<file path="src/rtl/fwd_pkg.sv">
`default_nettype none
// ============================================================================
// Module      : fwd_pkg
// Description : Shared constants, scoreboard op encoding and width helper
//               for the forwarding / scoreboard unit.
// Revision    : 1.0 - initial release
// ============================================================================
package fwd_pkg;

   localparam int FWD_NONE   = 0;
   localparam int PC_REG_DEF = 15;

   typedef enum logic [1:0] {
      SB_HOLD = 2'd0,
      SB_INC  = 2'd1,
      SB_DEC  = 2'd2,
      SB_CLR  = 2'd3
   } sb_op_e;

   function automatic int clog2(input int v);
      int r;
      r = 1;
      for (int k = 1; k < 31; k++) begin
         if ((1 << k) < v) r = k + 1;
      end
      return r;
   endfunction

endpackage
`default_nettype wire

</file>
<file path="src/rtl/fwd_pick.sv">
`default_nettype none
// ============================================================================
// Module      : fwd_pick
// Description : Per-operand priority encoder over write-back producers,
//               returning forward select and hazard.
// Revision    : 1.0 - initial release
// ============================================================================
module fwd_pick
   import fwd_pkg::*;
#(
   parameter int NUM_WB = 4,
   parameter int REG_AW = 4,
   parameter int PC_REG = PC_REG_DEF,
   parameter int SELW   = clog2(NUM_WB + 1)
) (
   input  logic [REG_AW-1:0]        i_src_addr,
   input  logic                     i_src_use,
   input  logic [NUM_WB*REG_AW-1:0] i_wb_addr,
   input  logic [NUM_WB-1:0]        i_wb_we,
   input  logic [NUM_WB-1:0]        i_wb_rdy,
   input  logic                     i_busy,
   output logic [SELW-1:0]          o_sel,
   output logic                     o_hazard
);

   localparam logic [REG_AW-1:0] c_pc_addr = REG_AW'(PC_REG);

   logic w_hit;

   // Youngest matching producer wins; an unready youngest match blocks older ones.
   always_comb begin
      o_sel    = SELW'(FWD_NONE);
      o_hazard = 1'b0;
      w_hit    = 1'b0;
      if (i_src_use && (i_src_addr != c_pc_addr)) begin
         for (int j = 0; j < NUM_WB; j++) begin
            if (!w_hit && i_wb_we[j] && (i_wb_addr[j*REG_AW +: REG_AW] == i_src_addr)) begin
               w_hit = 1'b1;
               if (i_wb_rdy[j]) o_sel    = SELW'(j + 1);
               else             o_hazard = 1'b1;
            end
         end
         if (!w_hit) o_hazard = i_busy;
      end
   end

endmodule
`default_nettype wire

</file>
<file path="src/rtl/fwd_sb_unit.sv">
`default_nettype none
// ============================================================================
// Module      : fwd_sb_unit
// Description : Forwarding / hazard unit with pending-write scoreboard,
//               stall performance counter, stall watchdog and error flag.
// Revision    : 1.0 - initial release
// ============================================================================
module fwd_sb_unit
   import fwd_pkg::*;
#(
   parameter int NUM_SRC  = 4,
   parameter int NUM_WB   = 4,
   parameter int REG_AW   = 4,
   parameter int PC_REG   = PC_REG_DEF,
   parameter int CNT_W    = 2,
   parameter int WDOG_CYC = 64
) (
   input  logic                                   clk,
   input  logic                                   rst_n,
   input  logic [NUM_SRC*REG_AW-1:0]              i_src_addr,
   input  logic [NUM_SRC-1:0]                     i_src_use,
   input  logic [NUM_WB*REG_AW-1:0]               i_wb_addr,
   input  logic [NUM_WB-1:0]                      i_wb_we,
   input  logic [NUM_WB-1:0]                      i_wb_rdy,
   input  logic                                   i_iss_valid,
   input  logic [REG_AW-1:0]                      i_iss_addr,
   input  logic                                   i_ret_valid,
   input  logic [REG_AW-1:0]                      i_ret_addr,
   input  logic                                   i_sb_clear,
   output logic [NUM_SRC*clog2(NUM_WB+1)-1:0]     o_fwd_sel,
   output logic                                   o_stall,
   output logic [2**REG_AW-1:0]                   o_reg_busy,
   output logic [31:0]                            o_stall_cnt,
   output logic                                   o_wdog,
   output logic                                   o_sb_err
);

   localparam int SELW  = clog2(NUM_WB + 1);
   localparam int NREG  = 2**REG_AW;
   localparam int RUN_W = clog2(WDOG_CYC + 1);

   logic [NREG-1:0]    w_busy;
   logic [NREG-1:0]    w_err;
   logic [NUM_SRC-1:0] w_haz;
   logic [31:0]        r_stall_cnt;
   logic [RUN_W-1:0]   r_run;
   logic               r_wdog;
   logic               r_sb_err;

   generate
      for (genvar r = 0; r < NREG; r++) begin : g_reg
         if (r == PC_REG) begin : g_pc
            assign w_busy[r] = 1'b0;
            assign w_err[r]  = 1'b0;
         end else begin : g_cnt
            logic [CNT_W-1:0] r_cnt;
            logic             w_inc;
            logic             w_dec;
            sb_op_e           w_op;

            assign w_inc = i_iss_valid && (i_iss_addr == REG_AW'(r));
            assign w_dec = i_ret_valid && (i_ret_addr == REG_AW'(r));

            // Flush beats inc/dec; simultaneous inc and dec cancel.
            always_comb begin
               w_op = SB_HOLD;
               if (i_sb_clear)          w_op = SB_CLR;
               else if (w_inc && !w_dec) w_op = SB_INC;
               else if (w_dec && !w_inc) w_op = SB_DEC;
            end

            assign w_err[r]  = ((w_op == SB_INC) && (r_cnt == '1)) ||
                               ((w_op == SB_DEC) && (r_cnt == '0));
            assign w_busy[r] = |r_cnt;

            always_ff @(posedge clk or negedge rst_n) begin
               if (!rst_n) begin
                  r_cnt <= '0;
               end else begin
                  case (w_op)
                     SB_CLR:  r_cnt <= '0;
                     SB_INC:  if (r_cnt != '1) r_cnt <= r_cnt + 1'b1;
                     SB_DEC:  if (r_cnt != '0) r_cnt <= r_cnt - 1'b1;
                     default: r_cnt <= r_cnt;
                  endcase
               end
            end
         end
      end

      for (genvar i = 0; i < NUM_SRC; i++) begin : g_src
         fwd_pick #(
            .NUM_WB (NUM_WB),
            .REG_AW (REG_AW),
            .PC_REG (PC_REG),
            .SELW   (SELW)
         ) u_pick (
            .i_src_addr (i_src_addr[i*REG_AW +: REG_AW]),
            .i_src_use  (i_src_use[i]),
            .i_wb_addr  (i_wb_addr),
            .i_wb_we    (i_wb_we),
            .i_wb_rdy   (i_wb_rdy),
            .i_busy     (w_busy[i_src_addr[i*REG_AW +: REG_AW]]),
            .o_sel      (o_fwd_sel[i*SELW +: SELW]),
            .o_hazard   (w_haz[i])
         );
      end
   endgenerate

   assign o_stall = |w_haz;

   always_ff @(posedge clk or negedge rst_n) begin
      if (!rst_n) begin
         r_stall_cnt <= '0;
         r_run       <= '0;
         r_wdog      <= 1'b0;
         r_sb_err    <= 1'b0;
      end else begin
         if (o_stall && (r_stall_cnt != '1)) r_stall_cnt <= r_stall_cnt + 1'b1;
         if (!o_stall)                            r_run <= '0;
         else if (r_run != RUN_W'(WDOG_CYC))      r_run <= r_run + 1'b1;
         // The run counter still holds the previous count here, hence the -1.
         if (o_stall && (r_run >= RUN_W'(WDOG_CYC - 1))) r_wdog <= 1'b1;
         if (|w_err) r_sb_err <= 1'b1;
      end
   end

   assign o_reg_busy  = w_busy;
   assign o_stall_cnt = r_stall_cnt;
   assign o_wdog      = r_wdog;
   assign o_sb_err    = r_sb_err;

endmodule
`default_nettype wire
</file>
<file path="config.mk">
export PLATFORM = sky130hd
export DESIGN_NAME = fwd_sb_unit
export DESIGN_NICKNAME = d
export VERILOG_FILES = /design/src/rtl/fwd_pkg.sv /design/src/rtl/fwd_pick.sv /design/src/rtl/fwd_sb_unit.sv
export SDC_FILE = /design/constraint.sdc
export NUM_CORES = 1
export LEC_CHECK = 0
export BUFFER_PORTS_ARGS = -buffer_cell sky130_fd_sc_hd__clkbuf_2
export CAP_MARGIN = 40
export CORE_ASPECT_RATIO = 1.1
export CORE_MARGIN = 5
export CORE_UTILIZATION = 45
export CTS_CLUSTER_DIAMETER = 120
export CTS_CLUSTER_SIZE = 14
export DETAILED_ROUTE_END_ITERATION = 16
export GPL_ROUTABILITY_DRIVEN = 0
export PLACE_DENSITY = 0.66
export SLEW_MARGIN = 15
export SYNTH_ARGS = -nofsm -noshare
export SYNTH_HDL_FRONTEND = slang
export SYNTH_SLANG_ARGS = --single-unit
</file>
<file path="constraint.sdc">
create_clock -name clk -period 4.4 [get_ports clk]
set_clock_uncertainty 0.2 [all_clocks]
set_input_delay 0.44 -clock clk [delete_from_list [all_inputs] [get_ports clk]]
set_output_delay 0.44 -clock clk [all_outputs]
set_load 0.1 [all_outputs]
</file>
Word-level counts from Yosys, hierarchy flattened

Cells that the tools add are included.

Reduce and logical (&&, ||, !) cells: 260
Muxes and demuxes: 202
Eq/ne operators: 156
Magnitude comparators: 5
Add/sub/neg operators: 32

Operator list:

| cell                    | number |
|---|---|
| $mux W2                 | 78 |
| $logic_and A1 B1 Y1     | 124 |
| $eq A2 B2 Y1 const B    | 45 |
| $pmux W2 S3             | 15 |
| $mux W3                 | 26 |
| $mux W1                 | 77 |
| $eq A4 B4 Y1            | 16 |
| $ne A2 B1 Y1 const B    | 31 |
| $eq A4 B4 Y1 const B    | 14 |
| $reduce_and A3 Y1       | 15 |
| $reduce_bool A3 Y1      | 15 |
| $logic_not A1 Y1        | 42 |
| $add A32 B1 Y32 const B | 1 |
| $eq A4 B3 Y1 const B    | 8 |
| $ne A32 B32 Y1 const B  | 1 |
| $add A2 B1 Y2 const B   | 15 |
| $eq A2 B1 Y1 const B    | 15 |
| $logic_not A2 Y1        | 15 |
| $ne A2 B2 Y1 const B    | 15 |
| $reduce_bool A2 Y1      | 15 |
| $reduce_or A2 Y1        | 15 |
| $sub A2 B1 Y2 const B   | 15 |
| $lt A4 B5 Y1 const B    | 4 |
| $bmux W1 S4             | 4 |
| other kinds (11)        | 34 |

Flip-flop bits (word level): 71
Word-level logic and storage cells: 674
Input port bits: 57

Logic depth before layout (Yosys ltp)

Word-level depth: 23
Gate-level depth with buffers: 13
Mapped depth without buffers: 11

Hierarchy

From an unflattened synthesis, not the netlist that was laid out.

Cells, all modules: 914
Area, all modules: 7,348.3 µm²

By module, submodules not included:

| module      | area an instance (µm²) | instances | seq. area each (µm²) | cells an instance |
|---|---|---|---|---|
| fwd_sb_unit | 5,947.0                | 1         | 1,776.7              | 714 |
| fwd_pick    | 350.3                  | 4         | 0.0                  | 50 |

Least setup slack after synthesis

No wires, ideal clock.

Kind: input -> output
Start point: input i_src_addr[7]
End point: output o_fwd_sel[4]
Arrival: 3,841 ps
Buffers on the path: 1
Stages on the path: 8
Path slack: -81 ps
Cell sequence: clkbuf_1 > xor2_1 > a21oi_1 > or3b_1 > nand3_1 > or2_2 > nand3_1 > nor3b_1

Cells in the longest elaborated chain, start to end: 19
Elaborated cells on any way between the ends: 28
Those cells by class: eq/ne (5); mux (12); reduce/logical (11)

RTL lines:

| item                              | RTL line          | RTL |
|---|---|---|
| start: declaration                | fwd_sb_unit.sv:20 | `input logic [NUM_SRC*REG_AW-1:0] i_src_addr,` |
| $eq A4 B4 Y1                      | fwd_pick.sv:37    | `if (!w_hit && i_wb_we[j] && (i_wb_addr[j*REG_AW +: REG_AW] == i_src_addr)) begin` |
| $logic_and A1 B1 Y1               | fwd_pick.sv:37    |  |
| $mux W1                           | fwd_pick.sv:37    |  |
| $mux W1                           | fwd_pick.sv:35    | `if (i_src_use && (i_src_addr != c_pc_addr)) begin` |
| $logic_not A1 Y1                  | fwd_pick.sv:37    |  |
| $logic_and A1 B1 Y1 (2 in series) | fwd_pick.sv:37    |  |
| $mux W1                           | fwd_pick.sv:37    |  |
| $mux W1                           | fwd_pick.sv:35    |  |
| $logic_not A1 Y1                  | fwd_pick.sv:37    |  |
| $logic_and A1 B1 Y1 (2 in series) | fwd_pick.sv:37    |  |
| $mux W1                           | fwd_pick.sv:37    |  |
| $mux W1                           | fwd_pick.sv:35    |  |
| $logic_not A1 Y1                  | fwd_pick.sv:37    |  |
| $logic_and A1 B1 Y1 (2 in series) | fwd_pick.sv:37    |  |
| $mux W3                           | fwd_pick.sv:37    |  |
| $mux W3 *                         | fwd_pick.sv:35    |  |
| end: declaration                  | fwd_sb_unit.sv:30 | `output logic [NUM_SRC*clog2(NUM_WB+1)-1:0] o_fwd_sel,` |

Every way passes the cells marked *; elsewhere a longest branch is shown, timed or not. The select of a mux whose other input is x is not followed.

Final worst setup path

Start point: register g_reg[0].g_cnt.r_cnt[0]
End point: output o_stall

Cells in the longest elaborated chain, start to end: 6
Elaborated cells on any way between the ends: 18
Those cells by class: mux (16); reduce/logical (2)

RTL lines:

| item                          | RTL line           | RTL |
|---|---|---|
| start: declaration            | fwd_sb_unit.sv:56  | `logic [CNT_W-1:0] r_cnt;` |
| start signal: assignment      | fwd_sb_unit.sv:82  | `SB_INC: if (r_cnt != '1) r_cnt <= r_cnt + 1'b1;` |
| start signal: assignment      | fwd_sb_unit.sv:83  | `SB_DEC: if (r_cnt != '0) r_cnt <= r_cnt - 1'b1;` |
| start signal: assignment      | fwd_sb_unit.sv:84  | `default: r_cnt <= r_cnt;` |
| $reduce_or A2 Y1 *            | fwd_sb_unit.sv:74  | `assign w_busy[r] = \|r_cnt;` |
| $bmux W1 S4                   | fwd_sb_unit.sv:103 | `.i_busy (w_busy[i_src_addr[i*REG_AW +: REG_AW]]),` |
| $mux W1 (not written as such) | fwd_sb_unit.sv:103 |  |
| $mux W1                       | fwd_pick.sv:43     | `if (!w_hit) o_hazard = i_busy;` |
| $mux W1                       | fwd_pick.sv:35     |  |
| $reduce_or A4 Y1 *            | fwd_sb_unit.sv:110 | `assign o_stall = \|w_haz;` |
| end: declaration              | fwd_sb_unit.sv:31  | `output logic o_stall,` |

Marks and branches as above.

==> impl_metrics.toml <==
[global_routing]
grt_overflow = 0
grt_max_degree = 56
antenna_found_initial = 0
grt_pass1_wl_microns = 33580
grt_pass1_vias = 6659
track_usage_pct = 21.40

[power_and_ir_drop]
p_leak_uw = 0.003788
power.density_nw_per_um2 = 536.8
vdd_drop_max_v = 0.0003671
power.share.clock_pct = 17.1
switching_share_pct = 56.95
p_comb_share_pct = 57.1
switchingPower_uw = 2531
p_seq_share_pct = 25.7
intPower_uw = 1914

[die]
boundaryPins = 120
core_sq_um = 15800
std_cell_rows = 48
die_y_microns = 143.4
die_area_sq_um = 18820
die_x_microns = 131.2
start_util_pct = 46.07

[cells_and_area]
fin_util_pct = 52.42
multiInputGateArea_sq_um = 5005
diodes = 0
nFillCells = 1526
final_cell_count_no_fill = 1210
syn2layout_area_growth_pct = 13.79
seqCellArea_sq_um = 1777
drive_above_1_share_pct = 16.83
finalNetCount = 1110

[yosys]
synth_top_area_share_pct = 24.42
synth.largest_area_cell = "dfrtp_1"
synth_nets = 1023
synth_area_sq_um = 7277
synth-edff-count = 0
avgSynthCellArea_sq_um = 7.927
ys_seq_elements = 71
ys_types = 72
ys_async_sr_fraction_pct = 100.0
synthTopCellsByArea = "dfrtp_1 24%, xor2_1 8.8%, ha_1 8.3%"
ys_seq_area_share_pct = 24.42
netlist_instances = 918
synth_top_flop_cell = "dfrtp_1"
synth_warnings = 0

[setup_path]
reg2reg_from = "g_reg[9].g_cnt.r_cnt[0]"
reg2reg_depth = 10
crit_type = "flip-flop to primary output"
worst_ep_required_time_ns = 3.76
slowest_delay_ns = 0.60
ff2ff_setup_slack_ns = 1.02
cp.arrival_ns = 3.04
reg2reg_to = "o_stall_cnt[1]"
cp_slowest_cell = "dfrtp_1"
path_max_fanout = 12
cp-start-kind = "flip-flop"
path_cells = "nor2_1, mux4_2, a22oi_1, o211ai_1, a31o_1, o22ai_1, a211oi_4, inv_2, clkbuf_2"
critPathCaptureType = "primary output"

[timing]
hold_ws_ns = 0.2826
slew_violations = 0
worstMarginPinSlew_ns = 0.6304
fmax_mhz = 271.5
setup_tns_ns = 0
rsz0062_at_grt = "no"
slew_headroom_pct = 57.82
min_period_ns = 3.683
hold_violations = 0
timing.final.crit_share_pct = 83.70
finalSetupViolations = 0

[placement]
dp.cells = 1193
dp_hpwl_microns = 15480
portBuffers = 118

[drt]
first_iter_violations = 487
num_vias = 7077
ant_nets = 0
drc = 0
first_pass_iters = 5
routedWlPerCell_microns = 16.66
wirelength_microns = 20160
vias_per_cell = 5.849

[cts]
cts.path.max_buffers = 2
numCtsBuffers = 9
cts_setup_buffers = 0
hold_buffers = 1
cts_tree = "yes"
htreeDepth = 3
cts_root_buf = "clkbuf_16"
clk_latency_ns = 0.34
clk_pin_slew_ns = 0.06
post_cts_resized = 0
clock_sinks = 71

[hold_path]
hp-class = "flip-flop to flip-flop"
whs_endpoint = "o_stall_cnt[28]"
hold_start = "o_stall_cnt[28]"
min_path_cells = 1

[flow_run]
maxCapViolations = 0

[outcome]
outcome = "finished clean"
==> per-stage QoR <==
step                total power [uW]  setup WS (ns)  cell area, sq um
floorplan                       3187         0.1754              7292
global placement                3673         0.8791              7925
detailed placement              3693         0.8621              7964
CTS                             4474         0.7042              8280
global route                    4708         0.5550              8280
finish                          4445         0.7170              8280
==> Yosys cell counts, drive strengths merged (4+ instances only) <==
master  instances
nor4           24
a221o           8
nor3b          11
inv            76
o211ai          5
a22oi           5
buf            26
nor2b           6
or2             6
and4            4
clkbuf         21
mux4            8
xnor2          25
o21ai          20
nand4          11
a21o           31
ha             48
nor3           45
nand3          46
and3           12
a31oi           9
nand2b         18
o22ai          19
a221oi          6
dfrtp          71
nor2           81
a21oi          52
nand2          66
xor2           73
nor4b          16
o31ai           7
nand3b          5
and2            9
==> how the worst max path moves through the flow <==
stage                            startpoint              to  cells after the start
floorplan                     i_src_addr[3]    o_fwd_sel[1]                      8
global placement              i_src_addr[5]         o_stall                     10
detailed placement            i_src_addr[5]  o_stall_cnt[1]                     11
CTS                 g_reg[0].g_cnt.r_cnt[0]         o_stall                      9
global route        g_reg[0].g_cnt.r_cnt[0]         o_stall                      9
finish              g_reg[0].g_cnt.r_cnt[0]         o_stall                      9
==> sequential cells by signal, summed over array words and instances, names as in the netlist <==
name and flops:
g.g_cnt.r_cnt 30, o_stall_cnt 32, o_wdog 1, o_sb_err 1, r_run 7
==> layer usage <==
metal	track usage, %	part of all wire (%)
met1	28.71	44
met2	34.95	47
met3	4.342	6.1
met4	6.729	2.4
met5	0	0
==> logic make-up (layout without fill, tap and decap cells) <==
logic type | after synthesis | in the layout | share of synthesized area [%]
xor+xnor | 98 | 98 | 11.80
other cells | 1 | 1 | 0.05153
mux | 12 | 12 | 3.060
buf+inv | 123 | 215 | 7.118
compound gates | 193 | 193 | 17.90
simple gates | 372 | 372 | 27.41
flops | 71 | 71 | 24.42
fa+ha+maj | 48 | 48 | 8.253
==> worst max-delay path, delay by kind of cell, from the launching register on <==
| kind | cells | cell delay (ns) |
|---|---|---|
| compound gates | 5 | 0.92 |
| buf+inv | 2 | 0.53 |
| flops | 1 | 0.60 |
| mux | 1 | 0.48 |
| simple gates | 1 | 0.18 |
==> cell type report <==
class,count,share of cell area (%)
tap,200,3.022
inverter,76,3.445
timing repair buffer,123,7.933
multi-input combinational,724,60.44
sequential,71,21.46
clock buffer,11,2.931
clock inverter,5,0.7706
==> power groups by stage <==
stage	sequential (uW)	combinational, uW	clock, uW
global placement	1150	2520	0
global route	1190	2710	810
CTS	1140	2550	782
detailed placement	1150	2540	0
finish	1140	2540	761
floorplan	1580	1610	0
==> layout by cell type, fill, tap and decap left out, drive strengths merged, types with 6 or more instances in the layout <==
master	netlist	routed
a21o	31	31
a21oi	52	52
a221o	8	8
a221oi	6	6
a31oi	9	9
and2	9	9
and3	12	12
clkbuf	21	128
dfrtp	71	71
ha	48	48
inv	76	79
mux4	8	8
nand2	66	66
nand2b	18	18
nand3	46	46
nand4	11	11
nor2	81	81
nor2b	6	6
nor3	45	45
nor3b	11	11
nor4	24	24
nor4b	16	16
o21ai	20	20
o22ai	19	19
o31ai	7	7
or2	6	6
xnor2	25	25
xor2	73	73
Power figures use the tool's default switching activity.
